<file path="config.mk">
export PLATFORM = sky130hd
export DESIGN_NAME = lcd_bus_monitor
export DESIGN_NICKNAME = d
export VERILOG_FILES = /design/src/rtl/lcd_bus_monitor.sv
export SDC_FILE = /design/constraint.sdc
export NUM_CORES = 1
export LEC_CHECK = 0
export BUFFER_PORTS_ARGS = -buffer_cell sky130_fd_sc_hd__buf_2
export CORE_UTILIZATION = 55
export CTS_CLUSTER_DIAMETER = 120
export DETAILED_ROUTE_END_ITERATION = 8
export PLACE_DENSITY_LB_ADDON = 0.1
export SYNTH_ARGS = -nofsm -noshare
export SYNTH_HDL_FRONTEND = slang
export SYNTH_SLANG_ARGS = --single-unit
</file>
<file path="constraint.sdc">
create_clock -name clock -period 5.4 [get_ports clock]
set_clock_uncertainty 0.15 [all_clocks]
set_input_delay 1.08 -clock clock [delete_from_list [all_inputs] [get_ports clock]]
set_output_delay 1.08 -clock clock [all_outputs]
set_load 0.02 [all_outputs]
</file>
<file path="src/rtl/lcd_bus_monitor.sv">
// ---------------------------------------------------------------------------
// lcd_bus_monitor
//
// Passive snooper for an HD44780-style 2x16 character LCD bus. It mirrors the
// characters the host writes into a 32-entry shadow buffer so other logic can
// read back what is on the display.
//
// Ports
//   clock       system clock; every state update happens on its rising edge
//   reset       synchronous, active-high; restarts the clear sweep
//   lcd_data    8-bit LCD data bus (asynchronous to clock)
//   lcd_rs      register select, 0 = command, 1 = data
//   lcd_rw      read/write, 0 = write (reads are ignored)
//   lcd_en      enable strobe; a transfer is taken on its falling edge
//   rd_addr     shadow buffer read index (0-15 line 1, 16-31 line 2)
//   rd_char     buffer content at rd_addr (combinational read)
//   cursor      current buffer write index
//   busy        high while the clear sweep runs
//   evt         one-cycle pulse per accepted write transfer
//   char_count  number of data characters written, saturating
//   err         sticky flags: [0] bad DDRAM address, [1] transfer dropped
// ---------------------------------------------------------------------------
module lcd_bus_monitor #(
  parameter int         SYNC_STAGES = 2,
  parameter logic [7:0] CLR_CHAR    = 8'h20
) (
  input  logic        clock,
  input  logic        reset,
  input  logic [7:0]  lcd_data,
  input  logic        lcd_rs,
  input  logic        lcd_rw,
  input  logic        lcd_en,
  input  logic [4:0]  rd_addr,
  output logic [7:0]  rd_char,
  output logic [4:0]  cursor,
  output logic        busy,
  output logic        evt,
  output logic [15:0] char_count,
  output logic [1:0]  err
);

  localparam logic [0:0] ST_IDLE  = 1'b0;
  localparam logic [0:0] ST_CLEAR = 1'b1;

  // Bus bundle layout: {en, rs, rw, data[7:0]}
  logic [10:0] w_bus_in;
  logic [10:0] w_bus_s;
  logic [10:0] r_sync [SYNC_STAGES];

  logic        w_en_s;
  logic        r_en_prev;
  logic        r_lat_rs;
  logic        r_lat_rw;
  logic [7:0]  r_lat_data;

  logic [0:0]  r_state;
  logic [4:0]  r_clr_idx;
  logic [4:0]  r_cursor;
  logic [15:0] r_char_count;
  logic [1:0]  r_err;
  logic        r_evt;

  logic [7:0]  r_buf [32];

  logic        w_strobe;
  logic        w_accept;
  logic        w_drop;
  logic        w_is_clear;
  logic        w_is_home;
  logic        w_is_addr;
  logic        w_addr_bad;
  logic        w_we;
  logic [4:0]  w_waddr;
  logic [7:0]  w_wdata;

  assign w_bus_in = {lcd_en, lcd_rs, lcd_rw, lcd_data};
  assign w_bus_s  = r_sync[SYNC_STAGES-1];
  assign w_en_s   = w_bus_s[10];

  // Every bus line goes through the same number of flops so the latched
  // rs/rw/data stay aligned with the synchronized enable.
  always_ff @(posedge clock) begin
    if (reset) begin
      for (int i = 0; i < SYNC_STAGES; i++) begin
        r_sync[i] <= '0;
      end
    end else begin
      r_sync[0] <= w_bus_in;
      for (int i = 1; i < SYNC_STAGES; i++) begin
        r_sync[i] <= r_sync[i-1];
      end
    end
  end

  // Falling edge of the synchronized enable; the transfer uses the values
  // latched during the last cycle enable was high.
  assign w_strobe = r_en_prev & ~w_en_s;
  assign w_accept = w_strobe & ~r_lat_rw & (r_state == ST_IDLE);
  assign w_drop   = w_strobe & ~r_lat_rw & (r_state == ST_CLEAR);

  assign w_is_clear = (r_lat_data == 8'h01);
  assign w_is_home  = (r_lat_data[7:1] == 7'b0000001);
  assign w_is_addr  = r_lat_data[7];
  assign w_addr_bad = |r_lat_data[5:4];

  always_ff @(posedge clock) begin
    if (reset) begin
      r_en_prev    <= 1'b0;
      r_lat_rs     <= 1'b0;
      r_lat_rw     <= 1'b0;
      r_lat_data   <= 8'h00;
      r_state      <= ST_CLEAR;
      r_clr_idx    <= 5'd0;
      r_cursor     <= 5'd0;
      r_char_count <= 16'd0;
      r_err        <= 2'b00;
      r_evt        <= 1'b0;
    end else begin
      r_en_prev <= w_en_s;
      if (w_en_s) begin
        r_lat_rs   <= w_bus_s[9];
        r_lat_rw   <= w_bus_s[8];
        r_lat_data <= w_bus_s[7:0];
      end

      r_evt <= w_accept;

      if (w_drop) begin
        r_err[1] <= 1'b1;
      end

      case (r_state)
        ST_CLEAR: begin
          r_clr_idx <= r_clr_idx + 5'd1;
          if (r_clr_idx == 5'd31) begin
            r_state  <= ST_IDLE;
            r_cursor <= 5'd0;
          end
        end
        default: begin
          if (w_accept) begin
            if (r_lat_rs) begin
              // 5-bit cursor wraps 31 -> 0 naturally; 15 -> 16 jumps lines
              r_cursor <= r_cursor + 5'd1;
              if (r_char_count != 16'hFFFF) begin
                r_char_count <= r_char_count + 16'd1;
              end
            end else if (w_is_clear) begin
              r_state   <= ST_CLEAR;
              r_clr_idx <= 5'd0;
            end else if (w_is_home) begin
              r_cursor <= 5'd0;
            end else if (w_is_addr) begin
              // Only 0x00-0x0F and 0x40-0x4F map onto visible cells
              if (w_addr_bad) begin
                r_err[0] <= 1'b1;
              end else begin
                r_cursor <= {r_lat_data[6], r_lat_data[3:0]};
              end
            end
          end
        end
      endcase
    end
  end

  // Single write port shared by the clear sweep and data writes
  always_comb begin
    w_we    = 1'b0;
    w_waddr = r_cursor;
    w_wdata = r_lat_data;
    if (!reset) begin
      if (r_state == ST_CLEAR) begin
        w_we    = 1'b1;
        w_waddr = r_clr_idx;
        w_wdata = CLR_CHAR;
      end else if (w_accept && r_lat_rs) begin
        w_we = 1'b1;
      end
    end
  end

  always_ff @(posedge clock) begin
    if (w_we) begin
      r_buf[w_waddr] <= w_wdata;
    end
  end

  assign rd_char    = r_buf[rd_addr];
  assign cursor     = r_cursor;
  assign busy       = (r_state == ST_CLEAR);
  assign evt        = r_evt;
  assign char_count = r_char_count;
  assign err        = r_err;

endmodule
</file>
==> results.py <==
metrics = {
    "power_and_ir_drop": {
        "powerDensity_nw_per_um2": 347,
        "peakVddDrop_v": 0.000212,
        "p_total_uw": 4920,
        "p_leak_uw": 0.00477,
    },
    "timing": {
        "max_slew_margin_pct": 14.2,
        "rsz0062_at_grt": "no",
        "min_period_over_period_pct": 83.4,
        "fmax_mhz": 222,
        "layout_min_cycle_time_ps": 4500,
        "drv_slew": 0,
        "worst_pin_slew_ps": 1290,
        "hold_viol_final": 0,
        "fin_hold_ws_ps": 280,
        "timing.setup.tns_ps": 0,
        "setup_viol": 0,
    },
    "detailed_routing": {
        "dr.max_layer_used": "met4",
        "routedWlPerCell_um": 24.0,
        "vias_per_cell": 6.08,
        "routed-wl-met2_um": 12900,
        "drt_iter0_markers": 567,
        "finalWirelength_um": 25900,
        "ant_nets": 0,
        "drc": 0,
        "met3_length_um": 1460,
        "via_count": 6567,
        "wl_met1_um": 11200,
        "firstDrtPassIters": 5,
    },
    "grt": {
        "grt_usage_pct": 22.8,
        "gr-total-overflow": 0,
        "grt_pass1_wl_um": 40100,
        "grt_pass1_vias": 6649,
        "grt_antenna_before_repair": 0,
        "grt_max_degree": 70,
    },
    "synthesis": {
        "syn-cell-area_um2": 12600,
        "synth_edf_count": 256,
        "ys.flop_type": "edfxtp_1",
        "netlist.area_leader.share_pct": 60.8,
        "ys_warn_count": 0,
        "syn_inst": 716,
        "synth_area_leaders": "edfxtp_1, mux4_2, dfxtp_1",
        "yosysUniqueCellTypes": 52,
        "synth_seq_area_share_pct": 70.8,
        "ys_ff_latch": 319,
        "async_flop_share_pct": 0,
        "syn-num-nets": 738,
        "synth.largest_area_cell": "edfxtp_1",
        "syn_avg_cell_area_um2": 17.7,
    },
    "cells_and_area": {
        "drive_gt1_share_pct": 26.5,
        "fin_nets": 793,
        "diodes": 0,
        "synthToLayoutAreaGrowth_pct": 12.2,
        "fillers": 1625,
        "stdcell_count": 1080,
    },
    "run": {
        "max-cap-violations": 0,
    },
    "critical_path": {
        "path_buf_inv": 3,
        "worstPathMaxFanout": 20,
        "path_class": "in -> out",
        "startpoint_type": "input port",
        "crit_family": "multiplexers",
        "cp_cell_sequence": "buf_4 > buf_12 > mux4_2 > mux4_2 > mux2_2 > buf_2",
        "end_kind": "primary output",
        "worstReg2RegStart": "busy",
        "r2r-end": "r_buf[18][0]",
        "arrival_ps": 3270,
        "critical_path.max_stage_delay_ps": 550,
        "crit_slowest_cell": "mux4_2",
        "reg2reg_setup_slack_ps": 1910,
        "r2r_cells": 4,
        "critical_path_required_ps": 4170,
        "crit_top_cell": "mux4_2",
    },
    "run_status": {
        "outcome": "completed",
    },
    "place": {
        "routabilityCongestion": 0.834,
        "port_buffers": 50,
        "dp.cells": 1023,
        "hpwl_um": 16600,
    },
    "hold_path": {
        "hold_path_end": "r_sync[0][11]",
        "hold_class": "reg -> reg",
        "hp-start": "r_sync[0][0]",
        "holdPathStages": 1,
    },
    "floorplanning": {
        "core_area_um2": 22600,
        "die_h_um": 154,
        "rows": 55,
        "die_area_um2": 23600,
        "start_util_pct": 56.0,
        "ioPinCount": 51,
        "die_w_um": 154,
    },
    "cts": {
        "cts_resized": 0,
        "cts-htree-levels": 1,
        "numCtsBuffers": 31,
        "post_cts_buffers": 0,
        "clockBufferDepth": 3,
        "cts_root_buf": "clkbuf_16",
        "cts_hold_buffers": 0,
        "clock_sinks": 319,
        "worst_skew_pair.late_latency_ps": 540,
        "clk_pin_slew_ps": 60,
        "cts_tree": "built",
    },
}
[kinds of logic (layout without fill, tap and decap cells)]
group / count (synthesis) / after routing / synth area share [%]
flip-flops: 319 / 319 / 70.8
buffers and inverters: 45 / 124 / 1.46
multiplexers: 112 / 112 / 17.0
adder cells (fa/ha/maj): 4 / 4 / 0.396
AND/OR/NAND/NOR: 184 / 184 / 7.63
AO/OA/AOI/OAI: 49 / 49 / 2.58
XOR/XNOR: 3 / 3 / 0.208
[cell usage in the layout (no fill, tap or decap), drive strengths merged, types with 5 or more instances in the layout]
| cell | count |
|---|---|
| dfxtp | 63 |
| nand4 | 7 |
| nor3 | 8 |
| and2 | 9 |
| nand2 | 18 |
| a21oi | 14 |
| inv | 11 |
| buf | 59 |
| edfxtp | 256 |
| o31ai | 7 |
| clkbuf | 36 |
| nor2b | 33 |
| mux4 | 80 |
| nor2 | 64 |
| mux2i | 14 |
| mux2 | 18 |
| and3 | 6 |
| o21ai | 10 |
| nor3b | 5 |
| clkinv | 15 |
| nand3 | 12 |
[area by class of cell]
cell class | instances | area, um^2 | share of cell area, %
Inverter | 8 | 30.0 | 0.212
Clock buffer | 36 | 835 | 5.88
Timing Repair Buffer | 59 | 358 | 2.52
Clock inverter | 21 | 146 | 1.03
Sequential cell | 319 | 8950 | 63.1
Tap cell | 285 | 357 | 2.51
Multi-Input combinational cell | 352 | 3510 | 24.8
[metal layers]
layer / track usage, % / up-vias
met4: 5.24 / 0
met5: 0 / -
li1: - / 2960
met3: 3.78 / 30
met2: 37.9 / 200
met1: 31.9 / 3377
[cell usage after synthesis, types with 3 or more instances]
master,count
nand4bb_1,3
mux2i_1,14
or4_1,4
o31ai_1,7
a21oi_1,14
and2_1,9
nor4_1,4
dfxtp_1,63
o21ai_1,4
xnor2_1,3
nor2_1,64
mux4_2,80
edfxtp_1,256
nand2_1,18
nand3_1,12
and3_1,6
nor3b_1,5
nand4_1,7
clkbuf_1,24
ha_1,4
nor3_1,8
buf_1,5
inv_1,7
o21ai_0,6
mux2_2,14
nor2b_1,33
mux2_1,4
or3_1,3
buf_2,7
[worst max-delay path by stage]
stage	to	slack, ps	start	cells after the start
5_1_grt	rd_char[2]	790	rd_addr[1]	6
4_1_cts	rd_char[2]	850	rd_addr[1]	6
3_5_place_dp	rd_char[2]	860	rd_addr[1]	6
6_report	rd_char[2]	900	rd_addr[1]	6
2_1_floorplan	rd_char[0]	1100	rd_addr[1]	5
3_3_place_gp	rd_char[2]	830	rd_addr[1]	6
[where the power goes]
part	switching [uW]	leakage (uW)	internal, uW
combinational	110	0.00136	97.5
clock	902	0.000500	1160
sequential	9.71	0.00291	2640
total	1020	0.00477	3900
[state kept, by name (all words and copies together) (netlist names)]
name and cells:
busy 1, char_count 16, cursor 5, err 2, evt 1, r_buf 256
r_clr_idx 5, r_en_prev 1, r_lat_data 8, r_lat_rs 1, r_lat_rw 1, r_sync 22
[per-stage QoR]
| step | util, % | worst slack (ps) | area (um^2) |
|---|---|---|---|
| finish | 62.9 | 898 | 14200 |
| global route | 62.9 | 787 | 14200 |
| CTS | 62.9 | 848 | 14200 |
| detailed placement | 58.5 | 858 | 13200 |
| global placement | 58.5 | 834 | 13200 |
| floorplan | - | 1100 | 12600 |
(Power assumes the default switching activity.)
